--- src/rtl/disp_pkg.sv ---
// Shared constants for the 7-segment display path: blank pattern, hex glyph
// table (active-low, bit 0 = segment a) and default scan timing.
package disp_pkg;

  localparam logic [6:0] SEG_BLANK = 7'h7F;

  localparam int DEF_REFRESH_BITS = 17;
  localparam int DEF_GUARD        = 1024;

  // Entry n is the glyph for nibble n; the first element listed is nibble F.
  localparam logic [15:0][6:0] SEG_TABLE = {
    7'b0001110,  // F
    7'b0000110,  // E
    7'b0100001,  // d
    7'b1000110,  // C
    7'b0000011,  // b
    7'b0001000,  // A
    7'b0010000,  // 9
    7'b0000000,  // 8
    7'b1111000,  // 7
    7'b0000010,  // 6
    7'b0010010,  // 5
    7'b0011001,  // 4
    7'b0110000,  // 3
    7'b0100100,  // 2
    7'b1111001,  // 1
    7'b1000000   // 0
  };

endpackage

--- src/rtl/mod_hex7seg.sv ---
// Combinational nibble to active-low gfedcba segment decoder.
module mod_hex7seg
  import disp_pkg::*;
(
  input  logic [3:0] nibble,
  output logic [6:0] seg
);

  assign seg = SEG_TABLE[nibble];

endmodule

--- src/rtl/mod_display_mux.sv ---
// Scanned common-anode 7-segment driver with frame-aligned double buffering
// and optional leading-zero blanking.
module mod_display_mux
  import disp_pkg::*;
#(
  parameter int N_DIGITS     = 8,
  parameter int REFRESH_BITS = DEF_REFRESH_BITS,
  parameter int GUARD        = DEF_GUARD
)
(
  input  logic                    clk,
  input  logic                    rst,
  input  logic [4*N_DIGITS-1:0]   value,
  input  logic [N_DIGITS-1:0]     dp_mask,
  input  logic                    lz_blank,
  input  logic                    load,
  output logic                    loaded,
  output logic [N_DIGITS-1:0]     an,
  output logic [6:0]              seg,
  output logic                    dp,
  output logic                    frame_tick
);

  localparam int IDX_W = (N_DIGITS > 1) ? $clog2(N_DIGITS) : 1;
  localparam logic [REFRESH_BITS-1:0] CNT_MAX   = {REFRESH_BITS{1'b1}};
  localparam logic [REFRESH_BITS-1:0] GUARD_CNT = REFRESH_BITS'(GUARD);
  localparam logic [IDX_W-1:0]        IDX_LAST  = IDX_W'(N_DIGITS - 1);

  logic [REFRESH_BITS-1:0] cnt;
  logic [IDX_W-1:0]        idx;
  logic                    slot_wrap;
  logic                    frame_end;

  logic [4*N_DIGITS-1:0]   pend_value;
  logic [N_DIGITS-1:0]     pend_dp;
  logic                    pend;
  logic [4*N_DIGITS-1:0]   shadow_value;
  logic [N_DIGITS-1:0]     shadow_dp;

  logic [N_DIGITS-1:0]     blanked;
  logic                    zero_run;
  logic [3:0]              cur_nib;
  logic [6:0]              cur_seg;
  logic                    cur_dp;
  logic                    cur_blank;

  assign slot_wrap = (cnt == CNT_MAX);
  assign frame_end = slot_wrap && (idx == IDX_LAST);

  always_ff @(posedge clk or negedge rst) begin
    if (!rst) begin
      cnt <= '0;
      idx <= '0;
    end else begin
      cnt <= cnt + 1'b1;
      if (slot_wrap) begin
        idx <= (idx == IDX_LAST) ? '0 : idx + 1'b1;
      end
    end
  end

  // Commit takes the buffer as registered before this edge, so a load on the
  // boundary cycle lands in the pending buffer and waits for the next frame.
  always_ff @(posedge clk or negedge rst) begin
    if (!rst) begin
      pend_value   <= '0;
      pend_dp      <= '0;
      pend         <= 1'b0;
      shadow_value <= '0;
      shadow_dp    <= '0;
    end else begin
      if (frame_end && pend) begin
        shadow_value <= pend_value;
        shadow_dp    <= pend_dp;
        pend         <= 1'b0;
      end
      if (load) begin
        pend_value <= value;
        pend_dp    <= dp_mask;
        pend       <= 1'b1;
      end
    end
  end

  // A digit is blanked when it and every digit to its left are zero.
  always_comb begin
    blanked  = '0;
    zero_run = 1'b1;
    for (int i = N_DIGITS - 1; i >= 0; i--) begin
      zero_run = zero_run & (shadow_value[4*i +: 4] == 4'h0);
      if (i != 0) begin
        blanked[i] = lz_blank & zero_run;
      end
    end
  end

  assign cur_nib   = shadow_value[{idx, 2'b00} +: 4];
  assign cur_dp    = shadow_dp[idx];
  assign cur_blank = blanked[idx];

  mod_hex7seg u_hex7seg (
    .nibble (cur_nib),
    .seg    (cur_seg)
  );

  always_ff @(posedge clk or negedge rst) begin
    if (!rst) begin
      an         <= '1;
      seg        <= SEG_BLANK;
      dp         <= 1'b1;
      loaded     <= 1'b0;
      frame_tick <= 1'b0;
    end else begin
      loaded     <= frame_end && pend;
      frame_tick <= frame_end;
      if ((cnt < GUARD_CNT) || cur_blank) begin
        an  <= '1;
        seg <= SEG_BLANK;
        dp  <= 1'b1;
      end else begin
        an  <= ~(N_DIGITS'(1) << idx);
        seg <= cur_seg;
        dp  <= ~cur_dp;
      end
    end
  end

endmodule

--- config.mk ---
export PLATFORM = sky130hd
export DESIGN_NAME = mod_display_mux
export DESIGN_NICKNAME = d
export VERILOG_FILES = /design/src/rtl/disp_pkg.sv /design/src/rtl/mod_hex7seg.sv /design/src/rtl/mod_display_mux.sv
export SDC_FILE = /design/constraint.sdc
export NUM_CORES = 1
export LEC_CHECK = 0
export BUFFER_PORTS_ARGS = -buffer_cell sky130_fd_sc_hd__buf_2
export CORE_MARGIN = 5
export CORE_UTILIZATION = 55
export CTS_BUF_LIST = sky130_fd_sc_hd__clkbuf_4
export CTS_CLUSTER_DIAMETER = 120
export DETAILED_ROUTE_END_ITERATION = 16
export HOLD_SLACK_MARGIN = 0.06
export PLACE_DENSITY = 0.76
export SLEW_MARGIN = 20
export SYNTH_ARGS = -nofsm -noshare
export SYNTH_HDL_FRONTEND = slang
export SYNTH_SLANG_ARGS = --single-unit
--- constraint.sdc ---
create_clock -name clk -period 4.6 [get_ports clk]
set_input_delay 0.23 -clock clk [delete_from_list [all_inputs] [get_ports clk]]
set_output_delay 0.23 -clock clk [all_outputs]
set_load 0.01 [all_outputs]
==> results.json <==
{
  "status": "complete, no violations",
  "start_util_pct": 55.9,
  "die_h_um": 106,
  "highest_layer": "met4",
  "combPwrFrac_pct": 6.0,
  "cap_violations": 0,
  "power.leakage_uw": 0.00294,
  "synth_warnings": 0,
  "diodes": 0,
  "synthFlopType": "dfrtp_1",
  "avgSynthCellArea_um2": 14.4,
  "final_cell_area_mm2": 0.00618,
  "die_x_um": 106,
  "synth_edf_count": 0,
  "finalSetupTns_ns": 0,
  "synth_cell_types": 40,
  "ys_ff_latch": 119,
  "critPathBufInv": 2,
  "drt_first_pass_iters": 4,
  "p_sw_uw": 464,
  "grt_antenna_before_repair": 0,
  "max_freq_mhz": 355,
  "critPathRequiredTime_ns": 4.98,
  "rsz0062_at_grt": "no",
  "area_delta_synth_final_pct": 20.7,
  "mostFrequentLayoutCell": "dfrtp_1",
  "worst_pin_slew_ns": 0.935,
  "crit_family": "simple AND/OR/NAND/NOR gates",
  "port_buffers": 61,
  "cp-end-kind": "register",
  "drt_iter0_markers": 208,
  "cts_root_buf": "clkbuf_4",
  "cpMaxStageDelayCell": "dfrtp_1",
  "peakVddDrop_v": 0.000285,
  "syn-cell-area_mm2": 0.00512,
  "syn_nets": 413,
  "cts_num_sinks": 119,
  "synthCells": 355,
  "viasPerCell": 5.39,
  "path_clk_slew_ns": 0.10,
  "die_area_mm2": 0.0113,
  "htree_num_levels": 4,
  "hold_viol_final": 0,
  "fin_nets": 521,
  "clkLatencyLatePin_ns": 0.50,
  "cp-startpoint": "cnt[0]$_DFF_PN0_",
  "wl_met3_um": 437,
  "preCtsSetupSlack_ns": 1.82,
  "critical_path_class": "register to register",
  "hold_class": "input port to async pin",
  "start_kind": "register",
  "place_inst": 514,
  "slew_violations": 0,
  "cp.arrival_ns": 3.19,
  "grt_start_max_net_pins": 91,
  "wl_met2_um": 5020,
  "final.min_clock_period_ns": 2.81,
  "place_hpwl_um": 6490,
  "drcViolationCount": 0,
  "grt_pass1_wl_um": 16400,
  "num_vias": 3157,
  "cts_tree": "yes",
  "ant_nets": 0,
  "routed_wirelength_um": 9750,
  "synth.yosys.seq_area_share_pct": 58.6,
  "crit_path_frequent_cell": "nand2_1",
  "final_cell_count_no_fill": 586,
  "nFillCells": 646,
  "fin_ws_ns": 1.79,
  "cpPeakStageDelay_ns": 0.42,
  "place.gp.congestion": 0.829,
  "fin_util_pct": 67.5,
  "final_cell_mix": "dfrtp_1 (103), mux2_2 (80), buf_2 (60), dlygate4sd3_1 (41), nand2_1 (23)",
  "power.internal_uw": 1420,
  "rows": 35,
  "placed_area_mm2": 0.00551,
  "switching_share_pct": 24.6,
  "p_clk_share_pct": 35.5,
  "wl_per_cell_um": 16.6,
  "core_mm2": 0.00915,
  "worst_clock_skew_ns": 0.0178,
  "io_pins": 62,
  "max_slew_margin_pct": 37.7,
  "numCtsBuffers": 17,
  "wl_met1_um": 4180,
  "cts.path.max_buffers": 2,
  "layout-drive-gt1-share_pct": 43.2,
  "worstPathCellList": "ha_1 -> and3_1 -> nand2_1 -> nor3_1 -> ha_1 -> nand2_1 -> inv_1 -> nand2_1 -> buf_4 -> mux2_2",
  "post_cts_resized": 0,
  "finalCritPeriodShare_pct": 61.2,
  "cp_max_fo": 32,
  "rr_startpoint": "cnt[0]$_DFF_PN0_",
  "setup_viol": 0,
  "async_flop_share_pct": 100,
  "power.density_mw_per_mm2": 305,
  "pwr-share-seq_pct": 58.5,
  "overflow": 0,
  "grt_pass1_vias": 3285,
  "grt_usage_pct": 18.6
}
-- state kept, by name (all words and copies together) (netlist names), 3 cells and up --
signal	flops
shadow_value	32
shadow_dp	8
pend_dp	8
an	8
idx	3
cnt	17
pend_value	32
seg	7
-- cell usage after synthesis (6+ instances only) --
master | number | share of area, %
xnor2_1 | 10 | 1.7
nand3_1 | 15 | 1.5
mux2_2 | 80 | 18
ha_1 | 14 | 3.4
inv_1 | 9 | 0.66
mux4_2 | 7 | 3.1
dfrtp_1 | 103 | 50
nor4_1 | 8 | 0.98
dfstp_2 | 16 | 8.2
clkbuf_1 | 6 | 0.44
nand2_1 | 23 | 1.7
mux2i_1 | 6 | 1.2
-- path summary, 6_finish.rpt --
kind                                           endpoint  slack (ns)  cells after the start
max in group asynchronous  shadow_value[21]$_DFFE_PN0P_        3.34                      3
setup reg to reg           shadow_value[14]$_DFFE_PN0P_        1.79                     10
hold / removal                         cnt[3]$_DFF_PN0_        0.35                      2
min in group clk                           dp$_DFF_PN1_        0.40                      6
setup / recovery           shadow_value[14]$_DFFE_PN0P_        1.79                     10
hold reg to reg                        cnt[4]$_DFF_PN0_        0.47                      1
-- power groups by stage --
stage                     Clock, µW  Combinational, µW  Sequential [µW]
after floorplan                   0               43.2             1110
after global placement            0               82.6             1120
after detailed placement          0               86.9             1120
after CTS                       689                113             1100
after global routing            742                126             1110
final                           668                113             1100
-- cells by family after synthesis --
logic type                 count (synthesis)  synth area share (%)
adders and majority gates                 14                  3.42
xor gates and xnor gates                  14                  2.39
DFF                                      119                  58.6
muxes                                    100                  24.7
AOI/OAI and AO/OA                         19                  2.49
and+or+nand+nor                           63                  6.09
buffers and inverters                     26                  2.35
-- stage by stage --
stage          power, µW  hold slack, ns
2_1_floorplan       1160         -0.0656
3_3_place_gp        1200           0.458
3_5_place_dp        1210           0.455
4_1_cts             1900           0.369
5_1_grt             1970           0.402
6_report            1880           0.352
-- per-layer routing --
metal  up-vias  GRT usage (%)
li1       1492              -
met1      1582           23.8
met2        72           30.8
met3        11           5.53
met4         0           5.39
met5         -              0
-- cell type report --
cell class	count	area (µm²)	share of cell area [%]
tap	111	139	2.25
inverter	10	37.5	0.608
sequential	119	3000	48.5
multi-input combinational	210	2000	32.4
clock inverter	14	130	2.11
clock buffer	17	128	2.07
timing repair buffer	105	744	12.0
-- repair_timing --
item / 4_1_cts / 5_1_grt
hold buffers: 41 / 0
setup endpoints to repair: 0 / 0
buffers inserted: 0 / 0
endpoints found under the hold margin: 113 / 0
Note: power is estimated with default switching activity, not from simulation.
